`config.mk`:
```
export PLATFORM = sky130hd
export DESIGN_NAME = if_fetch_unit_flat
export DESIGN_NICKNAME = d
export VERILOG_FILES = /design/src/rtl/if_fetch_unit_pkg.sv /design/src/rtl/if_fetch_unit_if.sv /design/src/rtl/if_prefetch_fifo.sv /design/src/rtl/if_fetch_unit.sv /design/src/flat_wrapper.sv
export SDC_FILE = /design/constraint.sdc
export NUM_CORES = 1
export LEC_CHECK = 0
export ABC_AREA = 1
export CAP_MARGIN = 20
export CORE_ASPECT_RATIO = 0.75
export CORE_MARGIN = 4
export CORE_UTILIZATION = 50
export CTS_CLUSTER_SIZE = 30
export DETAILED_ROUTE_END_ITERATION = 6
export DONT_BUFFER_PORTS = 1
export GPL_ROUTABILITY_DRIVEN = 0
export PLACE_DENSITY = 0.74
export SKIP_LAST_GASP = 1
export SYNTH_ARGS = -nofsm -noshare
export SYNTH_HDL_FRONTEND = slang
export SYNTH_SLANG_ARGS = --single-unit
```
`constraint.sdc`:
```
create_clock -name clk -period 5.6 [get_ports clk]
set_clock_uncertainty 0.05 [all_clocks]
set_input_delay 1.68 -clock clk [delete_from_list [all_inputs] [get_ports clk]]
set_output_delay 1.68 -clock clk [all_outputs]
set_load 0.05 [all_outputs]
```
`src/rtl/if_fetch_unit_pkg.sv`:
```
// Shared fetch-stage constants and the {instr, pc} bundle handed to decode.
package if_fetch_unit_pkg;
    localparam int IM_ADDR_W = 11;
    localparam int IM_DATA_W = 32;

    typedef struct packed {
        logic [IM_DATA_W-1:0] instr;
        logic [IM_ADDR_W-1:0] pc;
    } fetch_bundle_t;
endpackage

```
`src/rtl/if_fetch_unit_if.sv`:
```
// Fetch-stage bus: instruction-RAM read port, redirect/halt controls and the decode handshake.
interface if_fetch_unit_if
    import if_fetch_unit_pkg::*;
#(
    parameter int ADDR_W = IM_ADDR_W,
    parameter int DATA_W = IM_DATA_W
);
    logic [ADDR_W-1:0] im_addr;
    logic              im_oen;
    logic [DATA_W-1:0] im_q;
    logic              redirect;
    logic [ADDR_W-1:0] redirect_pc;
    logic              halt_in;
    logic [DATA_W-1:0] ir_out;
    logic [ADDR_W-1:0] pc_out;
    logic              ir_valid;
    logic              ir_ready;

    modport master (
        output im_addr, im_oen, ir_out, pc_out, ir_valid,
        input  im_q, redirect, redirect_pc, halt_in, ir_ready
    );

    modport slave (
        input  im_addr, im_oen, ir_out, pc_out, ir_valid,
        output im_q, redirect, redirect_pc, halt_in, ir_ready
    );
endinterface

```
`src/rtl/if_prefetch_fifo.sv`:
```
// Small synchronous FIFO holding fetched {instr, pc} entries; flush empties it in one cycle.
module if_prefetch_fifo #(
    parameter int DEPTH = 4,
    parameter int WIDTH = 43
) (
    input  logic                    clk,
    input  logic                    rst,
    input  logic                    push,
    input  logic                    pop,
    input  logic                    flush,
    input  logic [WIDTH-1:0]        din,
    output logic [WIDTH-1:0]        dout,
    output logic                    full,
    output logic                    empty,
    output logic [$clog2(DEPTH):0]  count
);
    localparam int PTR_W = $clog2(DEPTH);

    logic [WIDTH-1:0] mem [DEPTH];
    logic [PTR_W-1:0] wr_ptr, rd_ptr;
    logic             do_push, do_pop;

    // Flush wins over push and pop: nothing from the old stream survives
    assign do_push = push && !flush;
    assign do_pop  = pop && !empty && !flush;
    assign full    = (count == (PTR_W+1)'(DEPTH));
    assign empty   = (count == '0);
    assign dout    = mem[rd_ptr];

    always_ff @(posedge clk) begin
        if (rst || flush) begin
            wr_ptr <= '0;
            rd_ptr <= '0;
            count  <= '0;
        end else begin
            if (do_push) wr_ptr <= wr_ptr + PTR_W'(1);
            if (do_pop)  rd_ptr <= rd_ptr + PTR_W'(1);
            count <= count + (PTR_W+1)'(do_push) - (PTR_W+1)'(do_pop);
        end
    end

    always_ff @(posedge clk) begin
        if (do_push) mem[wr_ptr] <= din;
    end
endmodule

```
`src/rtl/if_fetch_unit.sv`:
```
// Instruction fetch: PC, credit-based RAM read issue, in-flight kill on redirect, prefetch FIFO to decode.
module if_fetch_unit
    import if_fetch_unit_pkg::*;
#(
    parameter int                ADDR_W   = IM_ADDR_W,
    parameter int                DATA_W   = IM_DATA_W,
    parameter int                DEPTH    = 4,
    parameter logic [ADDR_W-1:0] RESET_PC = '0
) (
    input logic             clk,
    input logic             rst_n,
    if_fetch_unit_if.master bus
);
    localparam int CNT_W   = $clog2(DEPTH) + 1;
    localparam int ENTRY_W = DATA_W + ADDR_W;

    logic [ADDR_W-1:0]  pc, inflight_pc;
    logic               inflight, issue, push, pop, full, empty;
    logic [CNT_W-1:0]   count;
    logic [CNT_W:0]     credit_used;
    logic [ENTRY_W-1:0] head;

    // Credit counts queued words plus the read on the RAM bus, so a return always has room
    assign credit_used = {1'b0, count} + {{CNT_W{1'b0}}, inflight};
    assign issue = !rst_n && !bus.halt_in && !bus.redirect && (credit_used < (CNT_W+1)'(DEPTH));
    // A redirect kills the word returning this cycle
    assign push  = inflight && !bus.redirect;
    assign pop   = !empty && bus.ir_ready;

    always_ff @(posedge clk) begin
        if (rst_n) begin
            pc          <= RESET_PC;
            inflight    <= 1'b0;
            inflight_pc <= RESET_PC;
        end else begin
            inflight <= issue;
            if (issue) inflight_pc <= pc;
            if (bus.redirect)  pc <= bus.redirect_pc;
            else if (issue)    pc <= pc + ADDR_W'(1);
        end
    end

    if_prefetch_fifo #(.DEPTH(DEPTH), .WIDTH(ENTRY_W)) u_fifo (
        .clk   (clk),
        .rst   (rst_n),
        .push  (push),
        .pop   (pop),
        .flush (bus.redirect),
        .din   ({bus.im_q, inflight_pc}),
        .dout  (head),
        .full  (full),
        .empty (empty),
        .count (count)
    );

    assign bus.im_addr  = pc;
    assign bus.im_oen   = !issue;
    assign bus.ir_valid = !empty;
    assign {bus.ir_out, bus.pc_out} = head;

    a_no_overflow: assert property (@(posedge clk) disable iff (rst_n) !(push && full));
endmodule

```
`src/flat_wrapper.sv`:
```
// flat-port wrapper written by rule: the top's interface ports become plain ports
module if_fetch_unit_flat import if_fetch_unit_pkg::*;
#(
    parameter int                ADDR_W   = IM_ADDR_W,
    parameter int                DATA_W   = IM_DATA_W,
    parameter int                DEPTH    = 4,
    parameter logic [ADDR_W-1:0] RESET_PC = '0
)
  (clk, rst_n, bus_im_addr, bus_im_oen, bus_ir_out, bus_pc_out, bus_ir_valid, bus_im_q, bus_redirect, bus_redirect_pc, bus_halt_in, bus_ir_ready);
  if_fetch_unit_if #(.ADDR_W(ADDR_W), .DATA_W(DATA_W)) bus_i ();
  input logic clk;
  input logic rst_n;
  output wire logic [$bits(bus_i.im_addr)-1:0] bus_im_addr;
  output wire logic [$bits(bus_i.im_oen)-1:0] bus_im_oen;
  output wire logic [$bits(bus_i.ir_out)-1:0] bus_ir_out;
  output wire logic [$bits(bus_i.pc_out)-1:0] bus_pc_out;
  output wire logic [$bits(bus_i.ir_valid)-1:0] bus_ir_valid;
  input wire logic [$bits(bus_i.im_q)-1:0] bus_im_q;
  input wire logic [$bits(bus_i.redirect)-1:0] bus_redirect;
  input wire logic [$bits(bus_i.redirect_pc)-1:0] bus_redirect_pc;
  input wire logic [$bits(bus_i.halt_in)-1:0] bus_halt_in;
  input wire logic [$bits(bus_i.ir_ready)-1:0] bus_ir_ready;
  assign bus_im_addr = bus_i.im_addr;
  assign bus_im_oen = bus_i.im_oen;
  assign bus_ir_out = bus_i.ir_out;
  assign bus_pc_out = bus_i.pc_out;
  assign bus_ir_valid = bus_i.ir_valid;
  assign bus_i.im_q = bus_im_q;
  assign bus_i.redirect = bus_redirect;
  assign bus_i.redirect_pc = bus_redirect_pc;
  assign bus_i.halt_in = bus_halt_in;
  assign bus_i.ir_ready = bus_ir_ready;
  if_fetch_unit #(.ADDR_W(ADDR_W), .DATA_W(DATA_W), .DEPTH(DEPTH), .RESET_PC(RESET_PC)) u_core (.clk(clk), .rst_n(rst_n), .bus(bus_i));
endmodule
```
**After elaboration in Yosys (flattened, before gate mapping)**

Memories as Yosys holds them, arrays and structs flattened. A register that Yosys moved wholly into a read port is not among the register bits.
Cells that the tools add are included.

- Reduce and logical (&&, ||, !) cells: 16
- $add $sub $neg: 6
- Magnitude comparators: 1
- Mux-type cells: 6

Operators by type and width:

| operator | number |
|---|---|
| 11-bit 2-to-1 mux | 2 |
| 11-bit by 1-bit adder with 11-bit output (second input constant) | 1 |
| 1-bit logical AND | 8 |
| 1-bit logical NOT | 5 |
| 2-bit by 1-bit adder with 2-bit output (second input constant) | 2 |
| 3-bit by 1-bit adder with 4-bit output | 1 |
| 4-bit by 3-bit < comparator with 1-bit output (second input constant) | 1 |
| 2-bit 2-to-1 mux | 2 |
| 3-bit by 1-bit adder with 3-bit output | 1 |
| 3-bit logical NOT | 1 |
| 3-bit by 1-bit subtractor with 3-bit output | 1 |
| 1-bit 2-to-1 mux | 2 |
| 2-bit nonzero test | 1 |
| 1-bit logical OR | 1 |

- Bits in writable memories: 172
- Output and inout port bits: 56
- Memories kept: 1
- Bits of input ports: 48
- Register bits: 30
- Logic and storage cells: 36

Memory list:

| memory | depth | bits a word | read ports | clocked after memory_dff | write ports | line | source |
|---|---|---|---|---|---|---|---|
| u_core.u_fifo.mem | 4 | 43 | 1 | 1 | 1 | if_prefetch_fifo.sv:19 | `logic [WIDTH-1:0] mem [DEPTH];` |

**Depth between registers and ports, before layout**

Gate-level depths: netlist (run 1).

- Depth after elaboration: 7
- Mapped depth: 11
- Mapped depth without buffers: 11

**Cells and area by module**

A second synthesis (run 1) with hierarchy kept.

- Cells, all modules: 653
- Area total of the unflattened synthesis: 7986.4 um^2

By module, submodules not included:

| module | instances | cells an instance | area each (um^2) | seq. area each (um^2) |
|---|---|---|---|---|
| if_prefetch_fifo | 1 | 479 | 6831.6 | 5345.1 |
| if_fetch_unit | 1 | 174 | 1154.9 | 460.4 |

**Worst setup path before layout (run 1)**

OpenSTA, ideal clock, no wires.

- Path kind: input to register
- Start point: input port bus_redirect
- End point: memory u_core.u_fifo.mem[0][0] (enable)
- Cell stages on the path: 3
- Library setup time: 444 ps
- Arrival: 3767 ps
- Path slack: 1339 ps
- Path buffers: 0
- Required time: 5106 ps
- Path through: clkinv_1 -> nand2_1 -> nor2_1

- Longest elaborated chain between the ends: 5

Ends and longest elaborated chain:

| element | line | source |
|---|---|---|
| start, declared | flat_wrapper.sv:19 | `input wire logic [$bits(bus_i.redirect)-1:0] bus_redirect;` |
| 1-bit logical NOT (*) | if_prefetch_fifo.sv:24, if_fetch_unit.sv:27 |  |
| 1-bit logical AND | if_fetch_unit.sv:27 | `assign push = inflight && !bus.redirect;` |
| 1-bit logical AND (*) | if_prefetch_fifo.sv:24 | `assign do_push = push && !flush;` |
| 1-bit 2-to-1 mux (*) | if_prefetch_fifo.sv:43 | `if (do_push) mem[wr_ptr] <= din;` |
| 1-bit 2-to-1 mux (implied by the code) (*) | if_prefetch_fifo.sv:43 |  |
| end, declared | if_prefetch_fifo.sv:19 |  |

Mark *: on every way between the ends. The rest lies on a longest branch, timed or not.

==> results.tsv, run 1 <==
metric	value	unit
run status	finished, final reports clean	
post-DP HPWL	9990	um
Clk pwr share	41.7	%
vias	5027	
Slew Limit Fails	0	
Worst Max-Slew Pin Slew	0.990	ns
CP Max Fanout	44	
die height	117	um
slowest CP cell	inv_1	
CTS tree	yes	
sequential share of the synthesized area	73.2	%
max_slew headroom	33.9	%
Critical Path Source Type	flop	
register area	5810	sq um
post-route DRC violation count	0	
first-pass GRT wire length	25200	um
Port Buf Inserts	0	
post-synthesis cell type count	26	
Most common cell on crit path	buf_4	
Max Used Layer	met4	
ANT nets after route	0	
clk sinks	204	
Vias/cell	5.54	
DRT met1 WL	6700	um
CTS resizes	0	
max cap viols	0	
worst hold path class	flop to flop	
Final Hold Fails	0	
Data required, critical path	3.87	ns
Max stage delay on crit path	0.57	ns
DRT iter0 DRCs	469	
Total Neg Setup Slack	0	ns
layout cell share with drive strength beyond 1	13.4	%
Max Clock Freq	0.226	GHz
WP data arrival	2.70	ns
Core Rows	39	
largest net degree at the start of global routing	87	
CTS Hold Buffers Added	0	
First-pass DRT Iterations	5	
# diodes	0	
Internal	2.41	mW
die width	153	um
drt total wl	16400	um
routed len/inst	18.0	um
power per standard cell area	333	nW/um^2
Min-Delay Path Depth	2	
CTS buffer count	20	
htree depth	1	
Synth Net Count	706	
area delta synth->final	14.5	%
CP endpoint kind	output port	
mean area per synthesized cell	12.2	sq um
Logic pwr share	2.5	%
nets	746	
Leak	3.15	nW
Initial Util	51.6	%
Final min period	4.43	ns
clock slew at reported path FFs	0.06	ns
insertion delay to the later sink of the worst-skew pair	0.49	ns
fin crit share	79.2	%
Synth Instances	649	
grt ovf	0	
core area	15400	sq um
clock root cell	clkbuf_16	
critical-path cell list	buf_4, inv_1, buf_4, o21ai_0, o22ai_1, buf_4	
total die area	18000	sq um
R2R depth	11	
multi-input logic area	1900	sq um
Clock Path Buffers	3	
Finished Layout Cells	908	
Setup Buffers After CTS	0	
initial antenna violation count	0	
Peak VDD IR	237	uV
sequential share of power	55.8	%
met3 WL	1420	um
met2 WL post-DR	8080	um
gr usage total	17.8	%
RSZ-0062 raised after global routing	no	
vias in the first global route	4875	
flop-to-flop setup slack	3.02	ns
Psw	0.609	mW
Post-Syn Area	7930	sq um
worst setup path class	flop to output port	
Filler Cell Count	1201	
Yosys reg bits	204	
placed insts	872	
Net Sw Frac	20.1	%
YS warnings	0	
final setup fails	0	
I/O Pins	104	
per-stage QoR:
stage | utilization (%) | power [mW] | hold WS (ns) | setup WS, ns | cell area [sq um]
2_1_floorplan | - | 1.78 | 0.386 | 1.34 | 7930
3_3_place_gp | 55.0 | 1.79 | 0.408 | 1.59 | 8460
3_5_place_dp | 55.0 | 1.80 | 0.419 | 1.58 | 8460
4_1_cts | 59.1 | 3.05 | 0.430 | 1.14 | 9080
5_1_grt | 59.1 | 3.12 | 0.463 | 1.05 | 9080
6_report | 59.1 | 3.02 | 0.428 | 1.17 | 9080
path summary, 6_finish.rpt:
kind,from,to
setup reg to reg,u_core.u_fifo.count[1],u_core.u_fifo.count[2]
hold reg to reg,u_core.u_fifo.rd_ptr[1],u_core.u_fifo.rd_ptr[1]
hold / removal,u_core.u_fifo.rd_ptr[1],u_core.u_fifo.rd_ptr[1]
setup / recovery,flop,bus_ir_out[31]
layout make-up:
class	count	share of cell area [%]
clock buffers	25	5.95
clock inverters	11	0.937
inverters	27	1.13
multi-input cells	384	20.9
flip-flops and latches	204	63.9
well taps	205	2.82
repair buffers	52	4.30
sequential cells by signal (all words and copies together) (netlist names), named ones only:
name,count
u_core.u_fifo.mem,172
u_core.bus.im_addr,11
u_core.inflight_pc,11
u_core.u_fifo.count,3
u_core.u_fifo.rd_ptr,2
u_core.u_fifo.wr_ptr,2
u_core.inflight,1
cells in the final DEF, fill, tap and decap left out:
master	netlist	routed
inv_1	25	24
o21bai_1	2	2
clkbuf_1	26	4
clkinv_2	1	8
inv_6	0	1
edfxtp_1	172	172
nor2_2	1	1
nand2_1	70	70
ha_1	8	8
buf_4	1	52
o22ai_1	43	43
fa_1	1	1
a21oi_1	22	22
dfxtp_2	0	1
nand3b_1	2	2
a21oi_2	1	1
clkinv_1	1	2
nand4_1	1	1
inv_2	0	1
nand3_1	21	21
o21ai_0	95	95
nand3_2	1	1
xnor2_1	3	3
bufinv_16	0	1
xor2_1	2	2
nor2_1	110	106
dfxtp_1	32	31
clkbuf_16	0	21
nor2_4	1	5
clkinvlp_4	0	1
per-layer routing:
layer	vias to the layer above	global-route usage, %
met1	2421	22.7
met4	0	3.18
li1	2407	-
met2	182	31.0
met3	17	5.44
met5	-	0
kinds of logic after synthesis:
kind of cell / count (synthesis) / synth area share [%]
compound gates: 163 / 11.1
simple gates: 207 / 10.5
flops: 204 / 73.2
xor+xnor: 5 / 0.552
fa+ha+maj: 9 / 1.51
buf+inv: 61 / 3.22
synth_stat cells, drive strengths merged:
cell / count / share of area [%]
nor2: 112 / 5.4
nand3b: 2 / 0.19
dfxtp: 32 / 8.1
ha: 8 / 1.3
nand2: 70 / 3.3
edfxtp: 172 / 65
nand4: 1 / 0.079
fa: 1 / 0.25
a21oi: 23 / 1.5
nand3: 22 / 1.5
xor2: 2 / 0.22
o21ai: 95 / 6.0
inv: 25 / 1.2
o22ai: 43 / 3.4
xnor2: 3 / 0.33
buf: 8 / 0.69
o21bai: 2 / 0.19
clkinv: 2 / 0.11
clkbuf: 26 / 1.2
critical path, delay by kind of cell, from the launching register on:
family	cells	cell delay, ns
AO/OA/AOI/OAI	2	0.42
buffers and inverters	4	1.47
flip-flops	1	0.30
power by group through the flow:
| stage | Clock [mW] | Sequential [mW] | Combinational (mW) |
|---|---|---|---|
| 2_1_floorplan | 0 | 1.71 | 0.0620 |
| 3_3_place_gp | 0 | 1.72 | 0.0755 |
| 3_5_place_dp | 0 | 1.72 | 0.0770 |
| 4_1_cts | 1.28 | 1.69 | 0.0774 |
| 5_1_grt | 1.35 | 1.69 | 0.0844 |
| 6_report | 1.26 | 1.69 | 0.0768 |
(Power assumes the default switching activity.)
==> inputs of run 2 (changes only) <==
PLACE_DENSITY = 0.77   (was 0.74)
clock period = 3.8 ns   (was 5.6 ns; I/O delays follow)
==> results.tsv, run 2 (synthesis gave the netlist of run 1 again) <==
metric	value	unit	change
# diodes	0		unchanged
Fin Hold WS	0.420	ns	-0.00791 ns
layout cell share with drive strength beyond 1	13.1	%	-0.28 points
die width	153	um	unchanged
routed len/inst	18.2	um	+1.1%
Peak VDD IR	375	uV	+58%
most flop-heavy register	u_core.u_fifo.mem		
area delta synth->final	15.9	%	
most common cell after layout, fill and taps aside	edfxtp_1		
final setup fails	0		unchanged
Critical Path Source Type	flop		
Clk pwr share	43.1	%	+1.4 points
die height	117	um	unchanged
worst setup path class	flop to output port		
Psw	0.884	mW	+45%
Initial Util	51.6	%	unchanged
highest-count cells in the layout ignoring fill and taps	edfxtp_1 (172), nor2_1 (106), o21ai_0 (95), nand2_1 (70), buf_4 (48)		
vias	5090		+1.3%
First-pass DRT Iterations	5		unchanged
nets	747		+0.13%
RSZ-0062 raised after global routing	no		
Power, Total	4.57	mW	+51%
DRT iter0 DRCs	347		-26%
Internal	3.68	mW	+53%
Logic pwr share	2.5	%	about the same
R2R depth	11		unchanged
placed insts	873		+0.11%
gr usage total	17.8	%	about the same
CTS buffer count	20		unchanged
initial antenna violation count	0		unchanged
Core Rows	39		unchanged
CP endpoint kind	output port		
post-DP HPWL	10000	um	+0.56%
CTS Hold Buffers Added	0		unchanged
post-route DRC violation count	0		unchanged
Finished Layout Cells	908		unchanged
met3 GRT Util	5.99	%	+0.55 points
htree depth	1		unchanged
worst hold path class	flop to flop		
core area	15400	sq um	unchanged
Final min period	3.62	ns	
grt ovf	0		unchanged
total die area	18000	sq um	unchanged
run status	finished, final reports clean		
I/O Pins	104		unchanged
ANT nets after route	0		unchanged
Slew Limit Fails	0		unchanged
Worst Max-Slew Pin Slew	0.822	ns	-0.168 ns
GR Util met2	31.4	%	+0.35 points
max_slew headroom	45.2	%	+11 points
Port Buf Inserts	0		unchanged
Final Hold Fails	0		unchanged
drt total wl	16500	um	+1.1%
Filler Cell Count	1195		-0.50%
fin crit share	95.3	%	
met1 layer usage reported by global route	21.9	%	-0.74 points
power per standard cell area	497	nW/um^2	+49%
Setup Buffers After CTS	0		unchanged
clk sinks	204		unchanged
CTS resizes	0		unchanged
Total Neg Setup Slack	0	ns	unchanged
CP Max Fanout	22		-50%
Max Clock Freq	0.276	GHz	
Vias/cell	5.61		+1.3%
clock slew at reported path FFs	0.06	ns	about the same
WP data arrival	2.43	ns	-0.27 ns
Data required, critical path	2.61	ns	-1.26 ns
largest net degree at the start of global routing	87		unchanged
CTS tree	yes		
post-place setup slack	0.706	ns	-0.869 ns
Net Sw Frac	19.4	%	-0.79 points
max cap viols	0		unchanged
Leak	3.18	nW	+1.1%
clock root cell	clkbuf_16		
max reg flops	172		unchanged
Clock Path Buffers	3		unchanged
sequential share of power	54.4	%	-1.4 points
final worst slack	0.177	ns	-0.990 ns
Min-Delay Path Depth	2		unchanged
grt peak-use layer	met2		
vias in the first global route	5017		+2.9%
insertion delay to the later sink of the worst-skew pair	0.48	ns	about the same
first-pass GRT wire length	25400	um	+0.76%
[run 2: through the flow]
step / utilization [%] / cell area [sq um]
final: 59.8 / 9190
after global routing: 59.8 / 9190
after CTS: 59.8 / 9190
after detailed placement: 55.5 / 8530
after global placement: 55.5 / 8530
after floorplan: - / 7930
[run 2: power groups by stage]
| stage | sequential (mW) | combinational [mW] | clock, mW |
|---|---|---|---|
| floorplan | 2.53 | 0.0914 | 0 |
| global placement | 2.53 | 0.113 | 0 |
| detailed placement | 2.53 | 0.116 | 0 |
| CTS | 2.49 | 0.116 | 1.99 |
| global route | 2.49 | 0.126 | 2.10 |
| finish | 2.49 | 0.115 | 1.97 |
[run 2: final cells by class]
cell class | count | area, sq um | area share [%]
Tap cell | 205 | 256 | 2.79
Clock inverter | 10 | 121 | 1.32
Multi-Input combinational cell | 384 | 1900 | 20.7
Inverter | 27 | 103 | 1.12
Sequential cell | 204 | 5810 | 63.2
Timing Repair Buffer | 53 | 460 | 5.01
Clock buffer | 25 | 541 | 5.88
[run 2: worst paths after layout]
kind              slack (ns)                    start                      end
hold / removal          0.42  u_core.u_fifo.rd_ptr[1]  u_core.u_fifo.rd_ptr[1]
setup / recovery        0.18                     flop           bus_ir_out[28]
hold reg to reg         0.42  u_core.u_fifo.rd_ptr[1]  u_core.u_fifo.rd_ptr[1]
setup reg to reg        1.23   u_core.u_fifo.count[1]   u_core.u_fifo.count[2]
[run 2: worst max-delay path: stages, from the launching register on]
cell     delay (ns)
dfxtp_1        0.32
inv_1          0.54
buf_4          0.39
o21ai_0        0.16
o22ai_1        0.28
buf_4          0.27
[run 2: per-layer routing]
layer / vias up / part of all wire [%]
li1: 2401 / -
met2: 188 / 48
met4: 0 / 1.4
met5: - / 0
met1: 2478 / 41
met3: 23 / 9.3
==> inputs of run 3 (changes only) <==
ABC_AREA = not set   (was 1)
CELL_PAD_IN_SITES_DETAIL_PLACEMENT = 1   (was not set)
CELL_PAD_IN_SITES_GLOBAL_PLACEMENT = 1   (was not set)
CORE_UTILIZATION = 48   (was 50)
PLACE_DENSITY = 0.83   (was 0.77)
==> results.tsv, run 3 <==
metric	value	unit	change
run status	finished, final reports clean		
worst hold path class	flop to flop		
CP Max Fanout	26		+18%
insertion delay to the later sink of the worst-skew pair	0.48	ns	about the same
CP Buf/Inv Count	1		-2
first-pass GRT wire length	24000	um	-5.7%
YS warnings	0		unchanged
met3 GRT Util	6.21	%	+0.22 points
clock slew at reported path FFs	0.06	ns	about the same
initial antenna violation count	0		unchanged
Max Clock Freq	0.303	GHz	+9.9%
drt total wl	15300	um	-7.7%
Slew Limit Fails	0		unchanged
Max stage delay on crit path	0.71	ns	+0.17 ns
grt ovf	0		unchanged
routed len/inst	23.8	um	+31%
Data required, critical path	2.61	ns	about the same
GR Util met2	27.8	%	-3.5 points
nets	479		-36%
max cap viols	0		unchanged
RSZ-0062 raised after global routing	no		
die width	155	um	+0.78%
core area	15500	sq um	+0.95%
post-synth top area share	66.7	%	+1.6 points
max reg flops	172		unchanged
most frequent cell after synthesis	edfxtp_1		
CP endpoint kind	output port		
Synth Net Count	466		-34%
Internal	3.57	mW	-3.2%
die height	118	um	+0.76%
Psw	0.895	mW	+1.3%
Clk pwr share	41.8	%	-1.3 points
most common cell after layout, fill and taps aside	edfxtp_1		
fin crit share	86.7	%	-8.6 points
total die area	18200	sq um	+1.5%
Critical Path Source Type	flop		
top cells by area, synth	edfxtp_1 (67%), mux4_2 (13%), dfxtp_1 (8.3%)		
Net Sw Frac	20.1	%	+0.71 points
vias	3739		-27%
post-place setup slack	0.608	ns	-0.0981 ns
Most used DFF post-synth	edfxtp_1		
ANT nets after route	0		unchanged
layout cell share with drive strength beyond 1	21.3	%	+8.2 points
Peak VDD IR	438	uV	+17%
max_slew headroom	52.0	%	+6.8 points
Vias/cell	5.83		+4.1%
vias in the first global route	4109		-18%
Final min period	3.30	ns	-0.327 ns
Yosys reg bits	204		unchanged
cell taking the most area after synthesis	edfxtp_1		
Logic pwr share	2.3	%	-0.2 points
final worst slack	0.504	ns	+0.327 ns
placed insts	605		-31%
area delta synth->final	12.1	%	
number of flops mapped to enable cells by yosys	172		unchanged
Fin Hold WS	0.440	ns	+0.0196 ns
worst setup path class	flop to output port		
Leak	2.72	nW	-14%
Synth Instances	409		-37%
post-synthesis cell type count	38		+46%
First-pass DRT Iterations	4		-1
power per standard cell area	514	nW/um^2	+3.4%
Clock Path Buffers	3		unchanged
Port Buf Inserts	0		unchanged
Post-synth ARST share	0	%	unchanged
clock root cell	clkbuf_16		
DRT iter0 DRCs	289		-17%
Post-synth top cells	edfxtp_1 (172), mux4_2 (43), dfxtp_1 (32)		
I/O Pins	104		unchanged
WP data arrival	2.11	ns	-0.32 ns
Post-Syn Area	7740	sq um	-2.4%
Min-Delay Path Depth	0		-2
highest-count cells in the layout ignoring fill and taps	edfxtp_1 (172), mux4_2 (43), dfxtp_1 (30), clkbuf_16 (21), nor2_1 (18)		
Worst Max-Slew Pin Slew	0.719	ns	-0.103 ns
Finished Layout Cells	641		-29%
sequential share of power	55.8	%	+1.4 points
sequential share of the synthesized area	75.0	%	+1.8 points
post-route DRC violation count	0		unchanged
CTS buffer count	20		unchanged
slowest CP cell	mux4_2		
Setup Buffers After CTS	0		unchanged
clk sinks	204		unchanged
CTS tree	yes		
critical-path cell list	buf_12, mux4_2		
htree depth	1		unchanged
Final Hold Fails	0		unchanged
CTS Hold Buffers Added	0		unchanged
met1 layer usage reported by global route	21.5	%	-0.44 points
# diodes	0		unchanged
CTS resizes	0		unchanged
post-DP HPWL	9930	um	-1.2%
Total Neg Setup Slack	0	ns	unchanged
largest net degree at the start of global routing	44		-49%
gr usage total	16.8	%	-1.0 points
mean area per synthesized cell	18.9	sq um	+55%
most flop-heavy register	u_core.u_fifo.mem		
Crit path depth	2		-3
final setup fails	0		unchanged
R2R depth	9		-2
Final Util	55.9	%	-3.9 points
CP top delay family	multiplexers		
Core Rows	39		unchanged
Initial Util	49.9	%	-1.7 points
grt peak-use layer	met2		
[run 3: metal layers]
layer | vias to the layer above | routed length [um]
li1 | 1668 | -
met1 | 1946 | 6350
met2 | 104 | 7390
met3 | 21 | 1280
met4 | 0 | 233
met5 | - | 0
[run 3: cells by family (layout without fill, tap and decap cells)]
family,count (synthesis),count (layout),synth area share [%]
AOI/OAI and AO/OA,48,48,4.11
xor gates and xnor gates,5,5,0.566
adders and majority gates,9,9,1.55
buffers and inverters,36,63,1.88
DFF,204,204,75.0
muxes,44,44,12.6
and+or+nand+nor,63,63,4.25
[run 3: path summary, 6_finish.rpt]
path	from	endpoint	slack [ns]
max	flop	bus_ir_out[26]	0.50
min	u_core.inflight_pc[8]	u_core.u_fifo.mem[3][8]	0.44
max reg2reg	u_core.u_fifo.count[1]	u_core.u_fifo.count[2]	1.17
min reg2reg	u_core.inflight_pc[8]	u_core.u_fifo.mem[3][8]	0.44
[run 3: power by group through the flow]
stage / logic, mW / registers (mW) / clock network, mW
2_1_floorplan: 0.0874 / 2.53 / 0
3_3_place_gp: 0.0997 / 2.54 / 0
3_5_place_dp: 0.104 / 2.54 / 0
4_1_cts: 0.105 / 2.49 / 1.91
5_1_grt: 0.112 / 2.49 / 2.02
6_report: 0.104 / 2.49 / 1.87
[run 3: per-stage QoR]
step | instance area [sq um] | total power, mW
2_1_floorplan | 7740 | 2.62
3_3_place_gp | 8050 | 2.64
3_5_place_dp | 8050 | 2.64
4_1_cts | 8680 | 4.51
5_1_grt | 8680 | 4.63
6_report | 8680 | 4.46
[run 3: final cells by class]
class | instances | area (sq um)
fill | 1349 | 6840
sequential | 204 | 5810
multi-input combinational | 169 | 1790
clock buffer | 33 | 611
tap | 205 | 256
timing repair buffer | 13 | 135
inverter | 14 | 52.6
clock inverter | 3 | 17.5
